File: config.mk
export PLATFORM = sky130hd
export DESIGN_NAME = dist_spi_reader
export DESIGN_NICKNAME = d
export VERILOG_FILES = /design/src/rtl/dist_spi_reader_pkg.sv /design/src/rtl/dist_spi_reader_spi_clk_gen.sv /design/src/rtl/dist_spi_reader.sv
export SDC_FILE = /design/constraint.sdc
export NUM_CORES = 1
export LEC_CHECK = 0
export CELL_PAD_IN_SITES_DETAIL_PLACEMENT = 0
export CELL_PAD_IN_SITES_GLOBAL_PLACEMENT = 1
export CORE_ASPECT_RATIO = 0.6
export CORE_MARGIN = 2
export CORE_UTILIZATION = 43
export DETAILED_ROUTE_END_ITERATION = 10
export GPL_TIMING_DRIVEN = 1
export PLACE_DENSITY = 0.8
export SYNTH_ARGS = -nofsm -noshare
export SYNTH_HDL_FRONTEND = slang
export SYNTH_HIERARCHICAL = 1
export SYNTH_SLANG_ARGS = --single-unit
File: constraint.sdc
create_clock -name clk -period 3.48 [get_ports clk]
set_input_delay 0.87 -clock clk [delete_from_list [all_inputs] [get_ports clk]]
set_output_delay 0.87 -clock clk [all_outputs]
set_load 0.01 [all_outputs]
File: src/rtl/dist_spi_reader_pkg.sv
// dist_spi_reader_pkg: shared state encodings and frame constants for the SSR distribution reader
package dist_spi_reader_pkg;
  typedef enum logic [2:0] {
    S_IDLE = 3'd0,
    S_CMD  = 3'd1,
    S_ADDR = 3'd2,
    S_DATA = 3'd3,
    S_HOLD = 3'd4
  } state_t;
  localparam logic [7:0] SPI_READ_CMD = 8'h03;
  localparam int CMD_BITS  = 8;
  localparam int ADDR_BITS = 24;
  localparam int DIST_BITS = 256;
endpackage

File: src/rtl/dist_spi_reader_spi_clk_gen.sv
// spi_clk_gen: SPI mode-0 clock divider with rise/fall strobes
//   clk, rst_n : system clock, async active-low reset
//   en         : run the divider; when low the divider and sclk are held at 0
//   sclk       : SPI clock, low for CLK_DIV cycles then high for CLK_DIV cycles
//   rise, fall : one-cycle strobes marking the clk edge at which sclk goes high / low
module spi_clk_gen
  import dist_spi_reader_pkg::*;
#(
  parameter int CLK_DIV = 4
) (
  input  logic clk,
  input  logic rst_n,
  input  logic en,
  output logic sclk,
  output logic rise,
  output logic fall
);
  logic [7:0] div;
  logic       wrap;
  assign wrap = en && div == 8'(CLK_DIV - 1);
  assign rise = wrap && !sclk;
  assign fall = wrap && sclk;
  always_ff @(posedge clk or negedge rst_n) begin
    if (!rst_n) begin
      div  <= '0;
      sclk <= 1'b0;
    end else if (!en) begin
      div  <= '0;
      sclk <= 1'b0;
    end else begin
      div  <= wrap ? 8'd0 : div + 8'd1;
      sclk <= wrap ? ~sclk : sclk;
    end
  end
endmodule

File: src/rtl/dist_spi_reader.sv
// dist_spi_reader: fetches a 32-byte distribution from an external SSR over SPI mode 0
//   clk, rst_n   : system clock, async active-low reset
//   start, addr  : one-cycle fetch request and 24-bit SSR byte address
//   busy, done   : transfer in progress / one-cycle completion pulse
//   dist_data    : 256-bit distribution, first received bit in [255]
//   spi_*        : SPI master pins (sclk, cs_n, mosi, miso)
module dist_spi_reader
  import dist_spi_reader_pkg::*;
#(
  parameter int         CLK_DIV  = 4,
  parameter logic [7:0] READ_CMD = SPI_READ_CMD
) (
  input  logic                 clk,
  input  logic                 rst_n,
  input  logic                 start,
  input  logic [23:0]          addr,
  output logic                 busy,
  output logic                 done,
  output logic [DIST_BITS-1:0] dist_data,
  output logic                 spi_sclk,
  output logic                 spi_cs_n,
  output logic                 spi_mosi,
  input  logic                 spi_miso
);
  localparam int TX_BITS = CMD_BITS + ADDR_BITS;
  state_t               state, nxt;
  logic [8:0]           cnt;
  logic [TX_BITS-1:0]   tx_sr;
  logic [DIST_BITS-1:0] rx_sr;
  logic                 en, rise, fall, fin, take;
  assign en       = state inside {S_CMD, S_ADDR, S_DATA};
  assign take     = state == S_IDLE && start;
  assign busy     = state != S_IDLE;
  assign spi_cs_n = state == S_IDLE;
  spi_clk_gen #(.CLK_DIV(CLK_DIV)) u_clk_gen (
    .clk  (clk),
    .rst_n(rst_n),
    .en   (en),
    .sclk (spi_sclk),
    .rise (rise),
    .fall (fall)
  );
  // HOLD counts CLK_DIV+1 cycles so the CS hold plus the request cycle
  // give a start-to-done latency of 1 + 576*CLK_DIV + CLK_DIV.
  always_comb begin
    nxt = state;
    fin = 1'b0;
    case (state)
      S_IDLE: nxt = start ? S_CMD : S_IDLE;
      S_CMD:  nxt = fall && cnt == 9'(CMD_BITS - 1) ? S_ADDR : S_CMD;
      S_ADDR: nxt = fall && cnt == 9'(ADDR_BITS - 1) ? S_DATA : S_ADDR;
      S_DATA: nxt = fall && cnt == 9'(DIST_BITS - 1) ? S_HOLD : S_DATA;
      S_HOLD: begin
        fin = cnt == 9'(CLK_DIV);
        nxt = fin ? S_IDLE : S_HOLD;
      end
      default: nxt = S_IDLE;
    endcase
  end
  always_ff @(posedge clk or negedge rst_n) begin
    if (!rst_n) state <= S_IDLE;
    else        state <= nxt;
  end
  // The first MOSI bit is driven at the accepting edge; every later bit
  // is shifted out at the sclk falling edge that ends the previous bit.
  // Zeros shifted in behind the header keep MOSI low through DATA.
  always_ff @(posedge clk or negedge rst_n) begin
    if (!rst_n) begin
      cnt       <= '0;
      tx_sr     <= '0;
      rx_sr     <= '0;
      spi_mosi  <= 1'b0;
      done      <= 1'b0;
      dist_data <= '0;
    end else begin
      done <= fin;
      cnt  <= nxt != state ? 9'd0 : (state == S_HOLD || fall) ? cnt + 9'd1 : cnt;
      if (take) begin
        tx_sr    <= {READ_CMD[6:0], addr, 1'b0};
        spi_mosi <= READ_CMD[7];
        rx_sr    <= '0;
      end else if (fall) begin
        tx_sr    <= {tx_sr[TX_BITS-2:0], 1'b0};
        spi_mosi <= tx_sr[TX_BITS-1];
      end
      if (rise && state == S_DATA) rx_sr <= {rx_sr[DIST_BITS-2:0], spi_miso};
      if (fin) dist_data <= rx_sr;
    end
  end
endmodule

After elaboration in Yosys (flattened, before gate mapping)
Cells that the tools add are included.
{"block": "word_totals", "reg_bits": 567, "inputBits": 28, "output_inout_bits": 261}
{"block": "classes", "n_addsub": 2, "eq_ne": 11, "mux": 19, "n_bitwise": 1, "reduce_logical": 16}
{"op": "$mux 256", "count": 2}
{"op": "$mux 32", "count": 2}
{"op": "$eq 9x3->1 const B", "count": 2}
{"op": "$mux 9", "count": 2}
{"op": "$mux 8", "count": 2}
{"op": "$pmux 3 s5", "count": 1}
{"op": "$add 9x1->9 const B", "count": 1}
{"op": "$eq 9x5->1 const B", "count": 1}
{"op": "$eq 9x8->1 const B", "count": 1}
{"op": "$add 8x1->8 const B", "count": 1}
{"op": "$eq 8x2->1 const B", "count": 1}
{"op": "$logic_and 1x1->1", "count": 8}
{"op": "$mux 1", "count": 7}
{"op": "$eq 3x2->1 const B", "count": 2}
{"op": "$mux 3", "count": 2}
{"op": "$reduce_bool 2->1", "count": 3}
{"op": "$reduce_bool 3->1", "count": 2}
{"op": "$eq 3x1->1 const B", "count": 1}
{"op": "$eq 3x3->1 const B", "count": 1}
{"op": "$logic_not 3->1", "count": 1}
{"op": "$ne 3x3->1", "count": 1}
{"op": "$mux 2", "count": 1}
{"op": "$ne 2x2->1 const B", "count": 1}
{"op": "$logic_not 1->1", "count": 1}
{"op": "2 further kinds", "count": 2}

Depth between registers and ports, before layout
{"block": "depth", "word_depth": 9, "mapped_depth": 11}

By module
Netlist, hierarchy kept.
{"mod": "dist_spi_reader", "instances": 1, "cells_per_inst": 1871, "area_each_um2": 20632.3, "seq_area_each_um2": 13938.4}
{"mod": "spi_clk_gen", "instances": 1, "cells_per_inst": 45, "area_each_um2": 437.9, "seq_area_each_um2": 225.2}

Worst setup path after synthesis
OpenSTA, ideal clock, no wires.
{"block": "synth_path", "path_kind": "register to register", "startpoint": "register u_clk_gen.div[0]", "endpoint": "register cnt[0]", "arrival_ns": 2.625, "t_required_ns": 3.338, "setup_slack_ns": 0.713, "path_stages_with_launch": 10, "period_less_slack_ns": 2.767, "cell_sequence": "dfrtp_1 ha_1 or3b_2 nor4_1 clkbuf_1 nand3_1 or3_1 o221ai_2 mux2i_2 nor3_1"}
{"block": "synth_via", "elab_chain_len": 8}
{"item": "start, declared", "line_no": "dist_spi_reader_spi_clk_gen.sv:18", "rtl": "logic [7:0] div;"}
{"item": "start signal, assigned", "line_no": "dist_spi_reader_spi_clk_gen.sv:31", "rtl": "div <= wrap ? 8'd0 : div + 8'd1;"}
{"item": "$eq 8x2->1 (*)", "line_no": "dist_spi_reader_spi_clk_gen.sv:20", "rtl": "assign wrap = en && div == 8'(CLK_DIV - 1);"}
{"item": "$logic_and 1x1->1 (*)", "line_no": "dist_spi_reader_spi_clk_gen.sv:20"}
{"item": "$logic_and 1x1->1 (*)", "line_no": "dist_spi_reader_spi_clk_gen.sv:22", "rtl": "assign fall = wrap && sclk;"}
{"item": "via fall", "line_no": "dist_spi_reader.sv:30", "rtl": "logic en, rise, fall, fin, take;"}
{"item": "$logic_and 1x1->1 (on tied branches)", "line_no": "dist_spi_reader.sv:52, dist_spi_reader.sv:50, dist_spi_reader.sv:51"}
{"item": "$mux 3 (tied with other cells)", "line_no": "dist_spi_reader.sv:52", "rtl": "S_DATA: nxt = fall && cnt == 9'(DIST_BITS - 1) ? S_HOLD : S_DATA;"}
{"item": "$pmux 3 s5 (*)", "line_no": "dist_spi_reader.sv:48", "rtl": "case (state)"}
{"item": "via nxt[0]", "line_no": "dist_spi_reader.sv:26", "rtl": "state_t state, nxt;"}
{"item": "$ne 3x3->1 (*)", "line_no": "dist_spi_reader.sv:77", "rtl": "cnt <= nxt != state ? 9'd0 : (state == S_HOLD || fall) ? cnt + 9'd1 : cnt;"}
{"item": "$mux 9 / $reduce_bool 2->1 (equally long branches)"}
{"item": "end signal, assigned", "line_no": "dist_spi_reader.sv:77"}
{"item": "end, declared", "line_no": "dist_spi_reader.sv:27", "rtl": "logic [8:0] cnt;"}
Mark *: on every way through the listed nets, which the timed path passes. The rest lies on a longest branch.
A chain may end at the register's enable or synchronous reset.

Worst setup path after layout
Same ends and word-level chain as after synthesis.

==> impl_metrics.json <==
{
  "period_share_pct": 90.46,
  "fillerInstances": 4161,
  "rsz0062_at_grt": "false",
  "antenna_found_initial": 0,
  "synth_edf_count": 0,
  "p_per_area_mw_per_mm2": 472.0,
  "rows": 62,
  "drt-met1-wl_mm": 22.92,
  "wl_met2_mm": 22.58,
  "r2r_slack_ns": 0.33,
  "h-tree-depth": 2,
  "num_io_pins": 289,
  "wl_per_cell_um": 17.06,
  "dp_hpwl_mm": 30.02,
  "synth-main-ff-cell": "dfrtp_1",
  "syn-num-nets": 1949,
  "post_cts_buffers": 0,
  "syn_area_per_cell_um2": 11.00,
  "grt_first_pass_wirelength_mm": 80.17,
  "die_x_um": 289.8,
  "top_layer": "met4",
  "detail-route-antenna-nets": 0,
  "dieArea_mm2": 0.05085,
  "grt.total_usage_pct": 19.30,
  "cts_inserted_buffers": 51,
  "fp.dieH_um": 175.5,
  "max-vdd-ir-drop_uv": 306.2,
  "grt_max_degree": 117,
  "ys_seq_area_share_pct": 67.22,
  "cts_hold_buf": 0,
  "cts_tree": "built",
  "endpoint_kind": "flip-flop",
  "crit_path_start": "u_clk_gen/div[0]",
  "status": "finished, final reports clean",
  "wl_met3_mm": 2.050,
  "path_clk_slew_ns": 0.06,
  "synth-seq-cells": 566,
  "vias_per_cell": 5.130,
  "fin_tns_setup_ns": 0,
  "clockRootBuffer": "clkbuf_16",
  "clockBufferDepth": 3,
  "path_class": "reg2reg",
  "portBuffers": 288,
  "gp_congestion": 0.8042,
  "worstPathMaxFanout": 9,
  "syn_area_mm2": 0.02107,
  "setup_viol": 0,
  "yosys_warnings": 6,
  "worstSkewPairLatency_ns": 0.59,
  "drt_iter0_drc": 867,
  "hp-class": "in2async",
  "drc": 0,
  "r2r_start": "u_clk_gen/div[0]",
  "r2r_cells": 8,
  "drive_above_1_share_pct": 5.957,
  "p_leak_nw": 13.09,
  "ctsResizeCount": 0,
  "arrival_ns": 3.55,
  "ys_async_sr_fraction_pct": 100.0,
  "routed_wl_mm": 48.44,
  "first_global_vias": 14750,
  "antennaDiodeCount": 0,
  "max_freq_mhz": 317.6,
  "syn_inst": 1916,
  "dr.pass1.iters": 5,
  "ys_types": 40,
  "reg2reg_to": "cnt[0]",
  "cts.sinks": 566,
  "area_growth_pct": 25.00,
  "critPathRequiredTime_ns": 3.89,
  "crit_path_end": "cnt[0]",
  "initial_core_util_pct": 43.81,
  "finalPower_mw": 12.43,
  "finalCriticalPeriod_ns": 3.148,
  "grt.overflow.total": 0,
  "finalHoldViolCount": 0,
  "vias": 14560,
  "core_area_mm2": 0.04810,
  "cap_violations": 0,
  "finClkSkew_ns": 0.03891,
  "nNetsFinal": 2195,
  "relSlewSlack_pct": 26.87,
  "drv_slew": 0,
  "tightest_slew_ns": 1.097,
  "critPathLaunchType": "flip-flop"
}
critical path: stages, from the launching register on:
cell and delay, ns:
dfrtp_1 0.41, ha_1 0.21, or3b_2 0.52, nor4_2 0.36
nand3_1 0.19, or3_1 0.39, o221ai_2 0.25, mux2i_2 0.52
nor3_1 0.13
registers in the layout, indices dropped and copies added, names as in the netlist:
signal,cells
dist_data,256
done,1
spi_mosi,1
cnt,9
u_clk_gen/sclk,1
u_clk_gen/div,8
tx_sr,31
state,3
rx_sr,256
per-stage QoR:
step	util [%]	cell area [um^2]	hold WS (ns)	setup slack, ns	instances
after floorplan	-	21070	0.4396	0.7129	1916
after global placement	51.23	24640	0.4570	0.5481	2749
after detailed placement	51.23	24640	0.4614	0.4134	2749
after CTS	54.76	26340	0.2804	0.3961	2839
after global routing	54.76	26340	0.2992	0.2021	2839
final	54.76	26340	0.2881	0.3319	2839
metal layers:
layer | vias to the layer above | global-route usage [%]
li1 | 6875 | -
met2 | 291 | 30.04
met3 | 66 | 3.636
met1 | 7332 | 28.30
met5 | - | 0
met4 | 0 | 4.124
cells in the final DEF (no fill, tap or decap), types with 2 or more instances in the layout:
master / n
mux2i_1: 32
dfrtp_1: 566
a21oi_1: 5
nor3b_1: 2
o2111ai_1: 2
inv_1: 10
clkinv_2: 13
nor2_2: 2
nor2_1: 18
nand4_1: 2
clkdlybuf4s50_1: 287
xor2_1: 6
clkbuf_16: 51
ha_1: 5
o21ai_0: 31
buf_4: 21
clkbuf_1: 5
clkbuf_8: 13
buf_12: 11
nand3_1: 9
bufinv_16: 3
xnor2_1: 4
nand2_1: 797
o21ai_1: 3
clkinvlp_4: 2
nor3_1: 11
a22o_1: 256
a31oi_1: 2
or3_1: 7
where the power goes:
part | switching, mW | internal (mW)
registers | 0 | 6.58
logic | 0.134 | 0.0466
clock network | 2.47 | 3.20
area by class of cell:
type | instances | area, um^2 | area share, %
clock buffers | 69 | 1474 | 5.596
flip-flops and latches | 566 | 14160 | 53.78
well taps | 640 | 800.8 | 3.040
clock inverters | 21 | 225.2 | 0.8551
repair buffers | 320 | 3266 | 12.40
multi-input cells | 1212 | 6360 | 24.15
inverters | 11 | 48.80 | 0.1853
how the worst min path moves through the flow:
stage                               from             end  slack (ns)  depth (start not counted)
after floorplan               rx_sr[255]  dist_data[255]        0.44                          2
after global placement    dist_data[202]  dist_data[202]        0.46                          2
after detailed placement   dist_data[95]   dist_data[95]        0.46                          2
after CTS                          rst_n       rx_sr[18]        0.28                          1
after global routing               rst_n          cnt[3]        0.30                          1
final                              rst_n          cnt[3]        0.29                          1
kinds of logic after synthesis:
group	Yosys count	share of synthesized area [%]
xor+xnor	10	0.4157
mux	33	1.586
buf+inv	138	2.696
flops	566	67.22
compound gates	304	11.95
fa+ha+maj	5	0.2969
simple gates	860	15.83
Yosys cell counts (3+ instances only):
| library cell | number | share of area, % |
|---|---|---|
| o21ai_1 | 3 | 0.071 |
| inv_1 | 10 | 0.18 |
| nand3_1 | 9 | 0.21 |
| nand2_1 | 797 | 14 |
| buf_1 | 6 | 0.11 |
| mux2i_1 | 32 | 1.5 |
| o21ai_0 | 31 | 0.74 |
| a22o_1 | 256 | 11 |
| ha_1 | 5 | 0.30 |
| xnor2_1 | 4 | 0.17 |
| clkbuf_1 | 87 | 1.5 |
| dfrtp_1 | 566 | 67 |
| a21oi_1 | 5 | 0.12 |
| xor2_1 | 6 | 0.25 |
| nor3_1 | 11 | 0.26 |
| or3_1 | 7 | 0.21 |
| nor2_1 | 20 | 0.36 |
| buf_2 | 31 | 0.74 |
| buf_4 | 3 | 0.11 |
(Power assumes the default switching activity.)
